`src/rtl/cpu_run_sequencer_if.sv`:
```
// Host-side bus of the run sequencer: control, load stream, CPU memory
// ports, CPU enable and dump stream, bundled for a single port connection.
interface cpu_run_sequencer_if #(
    parameter int CNT_W = 32
);
    // Run control
    logic             start;
    logic             abort;
    logic [CNT_W-1:0] run_cycles;
    logic [9:0]       dump_base;
    logic [10:0]      dump_len;

    // Load stream
    logic             in_valid;
    logic             in_ready;
    logic [63:0]      in_data;
    logic             in_last;

    // Instruction-memory external port
    logic [63:0]      addr_ext;
    logic             wen_ext;
    logic             ren_ext;
    logic [31:0]      wdata_ext;

    // Data-memory external port
    logic [63:0]      addr_ext_2;
    logic             wen_ext_2;
    logic             ren_ext_2;
    logic [63:0]      wdata_ext_2;
    logic [63:0]      rdata_ext_2;

    // CPU enable
    logic             cpu_enable;

    // Dump stream
    logic             out_valid;
    logic             out_ready;
    logic [63:0]      out_data;
    logic             out_last;

    // Status
    logic             busy;
    logic             done;
    logic             err;

    // Host / CPU-model side
    modport master (
        output start, abort, run_cycles, dump_base, dump_len,
        output in_valid, in_data, in_last, rdata_ext_2, out_ready,
        input  in_ready, addr_ext, wen_ext, ren_ext, wdata_ext,
        input  addr_ext_2, wen_ext_2, ren_ext_2, wdata_ext_2,
        input  cpu_enable, out_valid, out_data, out_last, busy, done, err
    );

    // Sequencer side
    modport slave (
        input  start, abort, run_cycles, dump_base, dump_len,
        input  in_valid, in_data, in_last, rdata_ext_2, out_ready,
        output in_ready, addr_ext, wen_ext, ren_ext, wdata_ext,
        output addr_ext_2, wen_ext_2, ren_ext_2, wdata_ext_2,
        output cpu_enable, out_valid, out_data, out_last, busy, done, err
    );
endinterface

```
`src/rtl/cpu_run_sequencer.sv`:
```
// Sequences the CPU through one test run: stream program and data into the
// memories, hold enable for a programmed number of cycles, then read back a
// window of data memory onto the dump stream.
module cpu_run_sequencer #(
    parameter int IMEM_WORDS = 512,
    parameter int DMEM_WORDS = 1024,
    parameter int CNT_W      = 32
) (
    input  logic              clk,
    input  logic              arst,
    cpu_run_sequencer_if.slave bus
);
    localparam int IDX_W = $clog2(IMEM_WORDS > DMEM_WORDS ? IMEM_WORDS : DMEM_WORDS);
    // Dump index width matches the 10-bit dump_base, so base+k wraps modulo DMEM_WORDS.
    localparam int DA_W  = 10;

    localparam logic [IDX_W-1:0] IMEM_LAST = IDX_W'(IMEM_WORDS - 1);
    localparam logic [IDX_W-1:0] DMEM_LAST = IDX_W'(DMEM_WORDS - 1);
    localparam logic [10:0]      LEN_MAX   = 11'(DMEM_WORDS);
    localparam logic [CNT_W-1:0] CNT_ONE   = CNT_W'(1);

    typedef enum logic [2:0] {
        S_IDLE,
        S_LOAD_I,
        S_LOAD_D,
        S_RUN,
        S_DUMP_RD,
        S_DUMP_OUT,
        S_DONE
    } state_t;

    state_t           state_q, state_d;
    logic [IDX_W-1:0] idx_q, idx_d;
    logic [10:0]      k_q, k_d;
    logic [CNT_W-1:0] cnt_q, cnt_d;
    logic [CNT_W-1:0] run_q, run_d;
    logic [DA_W-1:0]  base_q, base_d;
    logic [10:0]      len_q, len_d;
    logic             err_q, err_d;
    logic [63:0]      data_q, data_d;
    // Set once the read word has been captured into data_q.
    logic             pres_q, pres_d;

    logic [DA_W-1:0]  dump_idx;
    logic [10:0]      len_clamped;

    logic             in_ready;
    logic [63:0]      im_addr;
    logic             im_wen;
    logic [31:0]      im_wdata;
    logic [63:0]      dm_addr;
    logic             dm_wen;
    logic             dm_ren;
    logic [63:0]      dm_wdata;
    logic             cpu_en;
    logic             out_valid;
    logic [63:0]      out_data;
    logic             out_last;

    assign dump_idx    = base_q + k_q[DA_W-1:0];
    assign len_clamped = (bus.dump_len > LEN_MAX) ? LEN_MAX : bus.dump_len;

    // State and datapath registers; async reset returns everything to IDLE/zero.
    always_ff @(posedge clk or posedge arst) begin
        if (arst) begin
            state_q <= S_IDLE;
            idx_q   <= '0;
            k_q     <= '0;
            cnt_q   <= '0;
            run_q   <= '0;
            base_q  <= '0;
            len_q   <= '0;
            err_q   <= 1'b0;
            data_q  <= '0;
            pres_q  <= 1'b0;
        end else begin
            state_q <= state_d;
            idx_q   <= idx_d;
            k_q     <= k_d;
            cnt_q   <= cnt_d;
            run_q   <= run_d;
            base_q  <= base_d;
            len_q   <= len_d;
            err_q   <= err_d;
            data_q  <= data_d;
            pres_q  <= pres_d;
        end
    end

    // Next-state and output decode; abort overrides every transition last.
    always_comb begin
        state_d   = state_q;
        idx_d     = idx_q;
        k_d       = k_q;
        cnt_d     = cnt_q;
        run_d     = run_q;
        base_d    = base_q;
        len_d     = len_q;
        err_d     = err_q;
        data_d    = data_q;
        pres_d    = pres_q;

        in_ready  = 1'b0;
        im_addr   = '0;
        im_wen    = 1'b0;
        im_wdata  = '0;
        dm_addr   = '0;
        dm_wen    = 1'b0;
        dm_ren    = 1'b0;
        dm_wdata  = '0;
        cpu_en    = 1'b0;
        out_valid = 1'b0;
        out_data  = '0;
        out_last  = 1'b0;

        case (state_q)
            S_IDLE, S_DONE: begin
                if (bus.start) begin
                    state_d = S_LOAD_I;
                    idx_d   = '0;
                    k_d     = '0;
                    cnt_d   = '0;
                    err_d   = 1'b0;
                    pres_d  = 1'b0;
                    run_d   = bus.run_cycles;
                    base_d  = bus.dump_base;
                    len_d   = len_clamped;
                end
            end
            S_LOAD_I: begin
                in_ready = 1'b1;
                im_wen   = bus.in_valid;
                im_addr  = 64'(idx_q) << 2;
                im_wdata = bus.in_data[31:0];
                if (bus.in_valid) begin
                    if (bus.in_last) begin
                        idx_d   = '0;
                        state_d = S_LOAD_D;
                    end else if (idx_q == IMEM_LAST) begin
                        err_d   = 1'b1;
                        state_d = S_DONE;
                    end else begin
                        idx_d = idx_q + 1'b1;
                    end
                end
            end
            S_LOAD_D: begin
                in_ready = 1'b1;
                dm_wen   = bus.in_valid;
                dm_addr  = 64'(idx_q) << 3;
                dm_wdata = bus.in_data;
                if (bus.in_valid) begin
                    if (bus.in_last) begin
                        idx_d = '0;
                        if (run_q == '0) begin
                            state_d = S_DUMP_RD;
                        end else begin
                            cnt_d   = run_q;
                            state_d = S_RUN;
                        end
                    end else if (idx_q == DMEM_LAST) begin
                        err_d   = 1'b1;
                        state_d = S_DONE;
                    end else begin
                        idx_d = idx_q + 1'b1;
                    end
                end
            end
            S_RUN: begin
                cpu_en = 1'b1;
                cnt_d  = cnt_q - 1'b1;
                // Leaving on the count of 1 gives exactly run_cycles enabled cycles.
                if (cnt_q <= CNT_ONE) begin
                    state_d = (len_q == '0) ? S_DONE : S_DUMP_RD;
                end
            end
            S_DUMP_RD: begin
                if (len_q == '0) begin
                    state_d = S_DONE;
                end else begin
                    dm_ren  = 1'b1;
                    dm_addr = 64'(dump_idx) << 3;
                    pres_d  = 1'b0;
                    state_d = S_DUMP_OUT;
                end
            end
            S_DUMP_OUT: begin
                out_valid = 1'b1;
                out_last  = (k_q == len_q - 1'b1);
                // First cycle forwards the fresh read data; after that the captured copy holds.
                out_data  = pres_q ? data_q : bus.rdata_ext_2;
                if (!pres_q) begin
                    data_d = bus.rdata_ext_2;
                    pres_d = 1'b1;
                end
                if (bus.out_ready) begin
                    pres_d  = 1'b0;
                    k_d     = k_q + 1'b1;
                    state_d = out_last ? S_DONE : S_DUMP_RD;
                end
            end
            default: state_d = S_IDLE;
        endcase

        if (bus.abort) begin
            state_d = S_IDLE;
            idx_d   = '0;
            k_d     = '0;
            cnt_d   = '0;
            run_d   = '0;
            base_d  = '0;
            len_d   = '0;
            err_d   = 1'b0;
            pres_d  = 1'b0;
        end
    end

    assign bus.in_ready    = in_ready;
    assign bus.addr_ext    = im_addr;
    assign bus.wen_ext     = im_wen;
    assign bus.ren_ext     = 1'b0;
    assign bus.wdata_ext   = im_wdata;
    assign bus.addr_ext_2  = dm_addr;
    assign bus.wen_ext_2   = dm_wen;
    assign bus.ren_ext_2   = dm_ren;
    assign bus.wdata_ext_2 = dm_wdata;
    assign bus.cpu_enable  = cpu_en;
    assign bus.out_valid   = out_valid;
    assign bus.out_data    = out_data;
    assign bus.out_last    = out_last;
    assign bus.busy        = (state_q != S_IDLE) && (state_q != S_DONE);
    assign bus.done        = (state_q == S_DONE);
    assign bus.err         = err_q;
endmodule

```
`src/flat_wrapper.sv`:
```
// flat-port wrapper written by rule: the top's interface ports become plain ports
module cpu_run_sequencer_flat 
#(
    parameter int IMEM_WORDS = 512,
    parameter int DMEM_WORDS = 1024,
    parameter int CNT_W      = 32
)
  (clk, arst, bus_start, bus_abort, bus_run_cycles, bus_dump_base, bus_dump_len, bus_in_valid, bus_in_data, bus_in_last, bus_rdata_ext_2, bus_out_ready, bus_in_ready, bus_addr_ext, bus_wen_ext, bus_ren_ext, bus_wdata_ext, bus_addr_ext_2, bus_wen_ext_2, bus_ren_ext_2, bus_wdata_ext_2, bus_cpu_enable, bus_out_valid, bus_out_data, bus_out_last, bus_busy, bus_done, bus_err);
  cpu_run_sequencer_if #(.CNT_W(CNT_W)) bus_i ();
  input  logic clk;
  input  logic arst;
  input wire logic [$bits(bus_i.start)-1:0] bus_start;
  input wire logic [$bits(bus_i.abort)-1:0] bus_abort;
  input wire logic [$bits(bus_i.run_cycles)-1:0] bus_run_cycles;
  input wire logic [$bits(bus_i.dump_base)-1:0] bus_dump_base;
  input wire logic [$bits(bus_i.dump_len)-1:0] bus_dump_len;
  input wire logic [$bits(bus_i.in_valid)-1:0] bus_in_valid;
  input wire logic [$bits(bus_i.in_data)-1:0] bus_in_data;
  input wire logic [$bits(bus_i.in_last)-1:0] bus_in_last;
  input wire logic [$bits(bus_i.rdata_ext_2)-1:0] bus_rdata_ext_2;
  input wire logic [$bits(bus_i.out_ready)-1:0] bus_out_ready;
  output wire logic [$bits(bus_i.in_ready)-1:0] bus_in_ready;
  output wire logic [$bits(bus_i.addr_ext)-1:0] bus_addr_ext;
  output wire logic [$bits(bus_i.wen_ext)-1:0] bus_wen_ext;
  output wire logic [$bits(bus_i.ren_ext)-1:0] bus_ren_ext;
  output wire logic [$bits(bus_i.wdata_ext)-1:0] bus_wdata_ext;
  output wire logic [$bits(bus_i.addr_ext_2)-1:0] bus_addr_ext_2;
  output wire logic [$bits(bus_i.wen_ext_2)-1:0] bus_wen_ext_2;
  output wire logic [$bits(bus_i.ren_ext_2)-1:0] bus_ren_ext_2;
  output wire logic [$bits(bus_i.wdata_ext_2)-1:0] bus_wdata_ext_2;
  output wire logic [$bits(bus_i.cpu_enable)-1:0] bus_cpu_enable;
  output wire logic [$bits(bus_i.out_valid)-1:0] bus_out_valid;
  output wire logic [$bits(bus_i.out_data)-1:0] bus_out_data;
  output wire logic [$bits(bus_i.out_last)-1:0] bus_out_last;
  output wire logic [$bits(bus_i.busy)-1:0] bus_busy;
  output wire logic [$bits(bus_i.done)-1:0] bus_done;
  output wire logic [$bits(bus_i.err)-1:0] bus_err;
  assign bus_i.start = bus_start;
  assign bus_i.abort = bus_abort;
  assign bus_i.run_cycles = bus_run_cycles;
  assign bus_i.dump_base = bus_dump_base;
  assign bus_i.dump_len = bus_dump_len;
  assign bus_i.in_valid = bus_in_valid;
  assign bus_i.in_data = bus_in_data;
  assign bus_i.in_last = bus_in_last;
  assign bus_i.rdata_ext_2 = bus_rdata_ext_2;
  assign bus_i.out_ready = bus_out_ready;
  assign bus_in_ready = bus_i.in_ready;
  assign bus_addr_ext = bus_i.addr_ext;
  assign bus_wen_ext = bus_i.wen_ext;
  assign bus_ren_ext = bus_i.ren_ext;
  assign bus_wdata_ext = bus_i.wdata_ext;
  assign bus_addr_ext_2 = bus_i.addr_ext_2;
  assign bus_wen_ext_2 = bus_i.wen_ext_2;
  assign bus_ren_ext_2 = bus_i.ren_ext_2;
  assign bus_wdata_ext_2 = bus_i.wdata_ext_2;
  assign bus_cpu_enable = bus_i.cpu_enable;
  assign bus_out_valid = bus_i.out_valid;
  assign bus_out_data = bus_i.out_data;
  assign bus_out_last = bus_i.out_last;
  assign bus_busy = bus_i.busy;
  assign bus_done = bus_i.done;
  assign bus_err = bus_i.err;
  cpu_run_sequencer #(.IMEM_WORDS(IMEM_WORDS), .DMEM_WORDS(DMEM_WORDS), .CNT_W(CNT_W)) u_core (.clk(clk), .arst(arst), .bus(bus_i));
endmodule
```
`config.mk`:
```
export PLATFORM = sky130hd
export DESIGN_NAME = cpu_run_sequencer_flat
export DESIGN_NICKNAME = d
export VERILOG_FILES = /design/src/rtl/cpu_run_sequencer_if.sv /design/src/rtl/cpu_run_sequencer.sv /design/src/flat_wrapper.sv
export SDC_FILE = /design/constraint.sdc
export NUM_CORES = 1
export LEC_CHECK = 0
export ABC_AREA = 0
export CAP_MARGIN = 20
export CORE_AREA = 3 3 188 190
export CTS_CLUSTER_DIAMETER = 80
export DETAILED_ROUTE_END_ITERATION = 10
export DIE_AREA = 0 0 191 193
export PLACE_DENSITY = 0.67
export SLEW_MARGIN = 10
export SYNTH_ARGS = -nofsm -noshare
export SYNTH_HDL_FRONTEND = slang
export SYNTH_SLANG_ARGS = --single-unit
```
`constraint.sdc`:
```
create_clock -name clk -period 6.9 [get_ports clk]
set_input_delay 1.725 -clock clk [delete_from_list [all_inputs] [get_ports clk]]
set_output_delay 1.725 -clock clk [all_outputs]
set_load 0.01 [all_outputs]
```
# ---- Word-level counts from Yosys, hierarchy flattened
# Cells that the tools add are included.
dict set report classes {
  addsub 5
  n_mul 0
  n_div 0
  n_lt_le_gt_ge 2
  n_eq_ne 26
  shifts 0
  mux 72
  bitwise_logic 0
  n_reduce_logical 20
}
# op n
set op_table {}
lappend op_table {{2-to-1 mux 32 bit} 9}
lappend op_table {{2-to-1 mux 64 bit} 3}
lappend op_table {{case mux 64 bit (2 select lines)} 1}
lappend op_table {{2-to-1 mux 10 bit} 11}
lappend op_table {{case mux 32 bit (3 select lines)} 1}
lappend op_table {{2-to-1 mux 11 bit} 7}
lappend op_table {{2-to-1 mux 3 bit} 11}
lappend op_table {{<= comparator 32 x 1 -> 1 bit, second input constant} 1}
lappend op_table {{zero test 32 bit} 1}
lappend op_table {{subtractor 32 x 1 -> 32 bit, second input constant} 1}
lappend op_table {{!= test 3 bit, second input constant} 10}
lappend op_table {{case mux 10 bit (3 select lines)} 1}
lappend op_table {{case mux 11 bit (2 select lines)} 1}
lappend op_table {{2-to-1 mux 1 bit} 19}
lappend op_table {{case mux 3 bit (6 select lines)} 1}
lappend op_table {{2-to-1 mux 13 bit} 1}
lappend op_table {{2-to-1 mux 12 bit} 1}
lappend op_table {{nonzero test 4 bit} 3}
lappend op_table {{adder 11 x 1 -> 11 bit, second input constant} 1}
lappend op_table {{equality test 11 bit} 1}
lappend op_table {{> comparator 11 bit, second input constant} 1}
lappend op_table {{zero test 11 bit} 1}
lappend op_table {{subtractor 11 x 1 -> 11 bit, second input constant} 1}
lappend op_table {{adder 10 x 1 -> 10 bit, second input constant} 1}
lappend op_table {{other kinds (22)} 36}
dict set report word_totals {
  register_bits 175
  latch_bits 0
  ram_bits 0
  rom_bits 0
  input_bits 188
  output_inout_bits 299
  wordCells 135
  mem_count 0
}

# ---- Logic depth before layout (Yosys ltp)
# Gate-level depths: netlist of run 1.
dict set report depth {
  ltp_word 6
  mapped_depth 10
  mapped_depth_nobuf 8
}

# ---- Worst setup path before layout of run 1
# Ideal clock, no wire load.
dict set report synth_timing {
  path_type {flip-flop to output port}
  startpoint {register u_core.k_q[0]}
  endpoint {output bus_addr_ext_2[11]}
  arrival_ns 2.290
  setup_slack_ns 2.885
  stages_incl_launch_ff 9
  n_path_buf 0
  cell_sequence {dfrtp_1 > ha_1 > fa_1 > a21o_1 > a21oi_1 > o21bai_1 > a2111oi_0 > or4b_2 > nand3_1}
}
dict set report synth_via {
  elab_chain_cells 3
}
# element line_no
set synth_lines {}
lappend synth_lines {{from (decl)} cpu_run_sequencer.sv:34} ;# logic [10:0] k_q, k_d;
lappend synth_lines {{from (signal assigned)} cpu_run_sequencer.sv:79} ;# k_q <= k_d;
lappend synth_lines {{adder 10 bit} cpu_run_sequencer.sv:60} ;# assign dump_idx = base_q + k_q[DA_W-1:0];
lappend synth_lines {{2-to-1 mux 13 bit} cpu_run_sequencer.sv:178} ;# if (len_q == '0) begin
lappend synth_lines {{case mux 64 bit (2 select lines)} cpu_run_sequencer.sv:116} ;# case (state_q)
lappend synth_lines {{to (decl)} flat_wrapper.sv:27} ;# output wire logic [$bits(bus_i.addr_ext_2)-1:0] bus_addr_ext_2;
# No other way between the ends.

# ---- Worst setup path in the final report of run 1
# Ends and elaborated chain as after synthesis.

==> results of run 1 <==
[critical path, stage by stage, from the launching register on]
cell and delay [ns]:
dfrtp_1 0.48, ha_1 0.27, fa_1 0.46, a21o_1 0.17, a21oi_1 0.21, o21bai_1 0.11
a2111oi_0 0.56, o211ai_1 0.17, nand3_1 0.15, clkdlybuf4s50_1 0.55
[final cells by class]
type,count,area share (%)
multi-input cells,1036,40.5
flip-flops and latches,175,27.5
repair buffers,391,24.3
well taps,448,3.52
clock buffers,19,2.84
clock inverters,13,0.643
inverters,26,0.643
diodes,3,0.0471
[per-layer routing]
layer | part of all wire, % | global-route usage (%) | vias to the layer above
li1 | - | - | 5081
met2 | 47 | 37.8 | 496
met4 | 3.5 | 9.23 | 12
met1 | 41 | 29.6 | 5216
met5 | 0.17 | 0 | -
met3 | 8.6 | 6.98 | 70
[state kept, by name, summed over array words and instances, names as in the netlist]
register and count:
u_core.state_q 3, u_core.idx_q 10, u_core.data_q 64, u_core.pres_q 1, u_core.base_q 10, u_core.len_q 11, u_core.run_q 32, u_core.cnt_q 32
u_core.k_q 11, u_core.bus.err 1
[power by group]
part / internal [mW] / leakage [nW] / total, mW / switching, mW
Clock: 0.486 / 0.267 / 0.930 / 0.444
Combinational: 0.878 / 4.30 / 1.92 / 1.04
Sequential: 1.29 / 2.33 / 1.51 / 0.216
[logic make-up after synthesis]
logic type,after synthesis
multiplexers,134
AO/OA/AOI/OAI,206
buffers and inverters,223
XOR/XNOR,40
flip-flops,175
adder cells (fa/ha/maj),18
AND/OR/NAND/NOR,529
other,1
[how the worst max path moves through the flow]
stage	startpoint	end	slack, ns	depth (start not counted)
6_report	u_core.k_q[0]	bus_addr_ext_2[11]	1.61	9
5_1_grt	u_core.k_q[0]	bus_addr_ext_2[11]	1.41	9
4_1_cts	u_core.k_q[0]	bus_addr_ext_2[11]	1.60	9
3_5_place_dp	bus_abort	u_core.cnt_q[28]	1.77	6
3_3_place_gp	bus_abort	u_core.cnt_q[13]	1.94	6
2_1_floorplan	arst	u_core.base_q[0]	0.43	1
[cells in the final DEF (no fill, tap or decap), types with 37 or more instances in the layout]
master	instances
a21oi_1	37
and2_1	44
and3_1	71
clkdlybuf4s50_1	377
conb_1	109
dfrtp_1	174
mux2_2	65
mux2i_1	69
nand2_1	133
nand3_1	57
nor2_1	123
o21ai_0	61
[through the flow]
step	power [mW]	instance area, um2	util (%)	worst slack [ns]	std cells
global placement	3.38	15400	45.7	1.94	2075
finish	4.36	15900	47.4	1.61	2111
CTS	4.38	15900	47.4	1.60	2108
floorplan	2.68	12100	-	0.430	1434
detailed placement	3.43	15400	45.8	1.77	2076
global route	4.62	15900	47.4	1.41	2111
==> results.toml, run 1 <==
[outcome]
status = "complete, no violations"

[hold_path]
worst_hold_path.endpoint = "u_core.base_q[4]"
hold-path-cell-count = 2
min_from = "u_core.base_q[4]"
hold_path_class = "register to register"

[timing]
clock_skew_ns = 0.0122
min_period_ns = 5.29
hold_viol_final = 0
whs_ns = 0.479
tightestPinTransition_ns = 0.965
fmax_mhz = 189
slew_violations = 0
tns_ns = 0
rsz0062_at_grt = "false"
slew_headroom_pct = 35.3
fin_crit_sh_pct = 76.6
setup-violations-final = 0

[detailed_routing]
vias_per_cell = 5.15
vias = 10875
drt-initial-drc-count = 743
drt-pass1-iter-count = 5
finalWirelength_um = 44500
wl_per_cell_um = 21.1
drcViolationCount = 0
ant_nets = 0

[floorplan]
start_util_pct = 34.7
pin_count = 487
dieWidth_um = 191
die_h_um = 193
core_mm2 = 0.0336
die_area_mm2 = 0.0369
std_cell_rows = 67

[clock_network]
post_cts_buffers = 0
clk_latency_ns = 0.43
clock-root-buffer = "clkbuf_16"
postCtsHoldBufs = 0
cts_tree = "built"
clock-sinks = 175
cts_buffer_depth = 2
cts_resized = 0
htreeDepth = 4
path_clk_slew_ns = 0.07
cts_buffers = 17

[logic_synthesis]
synthSimpleGateAreaFrac_pct = 22.6
synth_fa_ha_area_share_pct = 2.00
synth_cell_types = 72
ys_top_cells_by_count = "dfrtp_1, nand2_1, nor2_1"
synth-xor-area-share_pct = 3.01
synth-seq-area-share_pct = 37.6
yosys_warnings = 0
synth_top_family_by_area = "simple AND/OR/NAND/NOR gates"
synth_area_leaders = "dfrtp_1, buf_4, mux2_2"
synth_edf_count = 0
synth_compound_area_share_pct = 11.6
synth_area_mm2 = 0.0117
async_flop_share_pct = 100
muxShareOfSynthArea_pct = 12.2
synth_area_per_cell_um2 = 8.79
synth_top_area_cell = "dfrtp_1"
ys_ff_latch = 175
synthCells = 1326
yosysMostFrequentCell = "dfrtp_1"
synth_ff_type = "dfrtp_1"
synth_top_area_share_pct = 37.6

[cells_and_area]
drive_gt1_share_pct = 8.25
nets = 1853
num-fill-cells = 3238
seq_area_mm2 = 0.00438
multi_input_area_mm2 = 0.00646
area_delta_synth_final_pct = 36.8

[place]
routabilityCongestion = 0.937
portBuffers = 377
hpwlAfterDp_um = 34100

[power_and_ir_drop]
power.leakage_nw = 6.90
power-per-cell-area_mw_per_mm2 = 273
ir_worst_vdd_mv = 0.158

[setup_path]
reg2reg_to = "u_core.base_q[9]"
crit_arrival_ns = 3.56
worstRegToRegCells = 8
r2r_setup_slack_ns = 3.63
cp.required_ns = 5.18
path_class = "register to output pin"
rr_startpoint = "u_core.state_q[0]"
cp-start-kind = "register"
critPathCaptureType = "output pin"
critPathMaxFanout = 6

[global_route]
grt_usage_pct = 23.4
grt_pass1_vias = 10400
grt_antenna_before_repair = 11
grt_max_degree = 73
grt_overflow = 0
grt_pass1_wl_um = 65100

[job]
max_cap_viol_count = 0
(Power assumes the default switching activity.)
==> inputs of run 2 (changes only) <==
Settings changed: CORE_AREA 3 3 188 190 to 3 3 186 188, DIE_AREA 0 0 191 193 to 0 0 189 191, PLACE_DENSITY 0.67 to 0.7.
Clock period 6.9 ns to 4.3 ns, I/O delays scaled along.
==> run 2 against run 1 <==
Clock skew is 0.0012 ns lower. Total power grew 63%. Routed wire length down 1.8%. Utilization up 0.92 points. Critical path depth decreased by 2. Setup slack got worse by 1.5 ns. Die area is 2.1% lower. First-iteration DRC count grew 7.5%. Global-route usage about the same. Largest power group unchanged. Highest routed layer unchanged.
==> results.toml, run 2 (synthesized netlist as in run 1, its figures left out) <==
[place]
hpwlAfterDp_um = 33500
routabilityCongestion = 0.928
portBuffers = 377
dp_worst_setup_slack_ns = 0.225

[global_route]
grt_pass1_vias = 10461
grt_pass1_wl_um = 64600
grt_max_degree = 114
grt_overflow = 0
grt_antenna_before_repair = 6
grt_usage_pct = 23.4

[job]
max_cap_viol_count = 0

[cells_and_area]
top_register = "u_core.data_q"
num-fill-cells = 3102
largest_reg_flops = 64
final_common_cell = "clkdlybuf4s50_1"
area_delta_synth_final_pct = 38.1
top_regs = "u_core.data_q x64, u_core.cnt_q x32, u_core.run_q x32"
final_cell_mix = "clkdlybuf4s50_1, dfrtp_1, nand2_1"
nets = 1862
drive_gt1_share_pct = 9.23

[timing]
tightestPinTransition_ns = 1.10
worst_slack_ns = 0.122
clock_skew_ns = 0.0110
fmax_mhz = 239
rsz0062_at_grt = "true"
whs_ns = 0.479
tns_ns = 0
hold_viol_final = 0
fin_crit_sh_pct = 97.2
setup-violations-final = 0
min_period_ns = 4.18
slew_headroom_pct = 25.7
slew_violations = 0

[detailed_routing]
drt-pass1-iter-count = 5
ant_nets = 0
drt-initial-drc-count = 799
drcViolationCount = 0
vias = 10985
vias_per_cell = 5.18
finalWirelength_um = 43800
wl_per_cell_um = 20.6

[clock_network]
cts_tree = "built"
clock-root-buffer = "clkbuf_16"
cts_buffers = 17
htreeDepth = 4
cts_buffer_depth = 2
clk_latency_ns = 0.43
postCtsHoldBufs = 0
clock-sinks = 175
path_clk_slew_ns = 0.07

[setup_path]
critPathCaptureType = "output pin"
slowest_stage = "or4_4"
critPathMaxStageDelay_ns = 0.60
crit_arrival_ns = 3.10
critPathMaxFanout = 8
cp.required_ns = 3.22
cp-start-kind = "register"
cp_top_family = "simple AND/OR/NAND/NOR gates"
path_cells = "or4_4, nor2_1, xnor2_1, a2111oi_1, o2111ai_1, inv_1, clkdlybuf4s50_1"
cp_num_buf_inv = 2
path_class = "register to output pin"

[floorplan]
die_h_um = 191
std_cell_rows = 67
core_mm2 = 0.0333
die_area_mm2 = 0.0361
pin_count = 487
dieWidth_um = 189
start_util_pct = 35.0

[power_and_ir_drop]
ir_worst_vdd_mv = 0.282
fin_total_pwr_mw = 7.09
power-per-cell-area_mw_per_mm2 = 441
power.leakage_nw = 6.98

[outcome]
status = "complete, no violations"

[hold_path]
hold_path_class = "register to register"
-- run 2: changes by cell type in the layout (fill, tap and decap cells not counted), sizes merged --
| cell | change |
|---|---|
| buf | +9 |
| dlymetal6s2s | +1 |
| diode | -1 |
| clkinv | -4 |
| clkinvlp | +2 |
| clkbuf | -1 |
| inv | +3 |
| clkdlybuf4s50 | -1 |
-- run 2: path summary, 6_finish.rpt --
| path | start | end | slack, ns | cells after the start |
|---|---|---|---|---|
| worst max-delay path | u_core.len_q[2] | bus_out_last | 0.12 | 7 |
| worst min-delay path | u_core.base_q[4] | u_core.base_q[4] | 0.48 | 2 |
| worst max register to register | u_core.state_q[1] | u_core.data_q[56] | 1.37 | 6 |
| worst min register to register | u_core.base_q[4] | u_core.base_q[4] | 0.48 | 2 |
| max in group asynchronous | arst | u_core.len_q[3] | 2.52 | 3 |
| min in group asynchronous | arst | u_core.data_q[31] | 1.15 | 3 |
-- run 2: timing repair --
item,CTS,global route
setup buffers,1,0
setup endpoints to repair,11,2
pin swaps,2,2
resized for setup,7,5
-- run 2: through the flow --
| stage | instances | instance area, um2 | utilization [%] |
|---|---|---|---|
| 2_1_floorplan | 1434 | 12100 | - |
| 3_3_place_gp | 2084 | 15500 | 46.5 |
| 3_5_place_dp | 2084 | 15500 | 46.5 |
| 4_1_cts | 2117 | 16100 | 48.3 |
| 5_1_grt | 2118 | 16100 | 48.3 |
| 6_report | 2119 | 16100 | 48.4 |
-- run 2: metal layers --
layer | GRT usage, % | vias up | wire length (um)
li1 | - | 5099 | -
met1 | 29.3 | 5274 | 17700
met2 | 38.5 | 536 | 20900
met3 | 7.74 | 66 | 4090
met4 | 6.67 | 10 | 990
met5 | 0 | - | 54
-- run 2: layout make-up --
class                           instances  area [um2]  share of cell area, %
Sequential cell                       175        4390                   27.3
Multi-Input combinational cell       1036        6480                   40.3
Antenna cell                            2        5.00                 0.0311
Clock inverter                         14         129                  0.801
Timing Repair Buffer                  400        4000                   24.9
Clock buffer                           18         429                   2.67
Tap cell                              448         561                   3.48
Inverter                               26         101                  0.630
-- run 2: report_power, final --
part	total (mW)	switching [mW]	internal (mW)
sequential	2.38	0.307	2.08
combinational	3.20	1.74	1.46
clock	1.50	0.741	0.764
-- run 2: tightest hold or removal path, stage by stage (launching register included) --
cell	delay (ns)
dfrtp_1	0.35
nand2_1	0.05
nand2_1	0.05
==> inputs of run 3 (changes only) <==
Settings changed: CTS_CLUSTER_DIAMETER 80 to 60.
==> results of run 3 <==
Same layout as run 2: the final DEF is identical, and so are final timing and power.
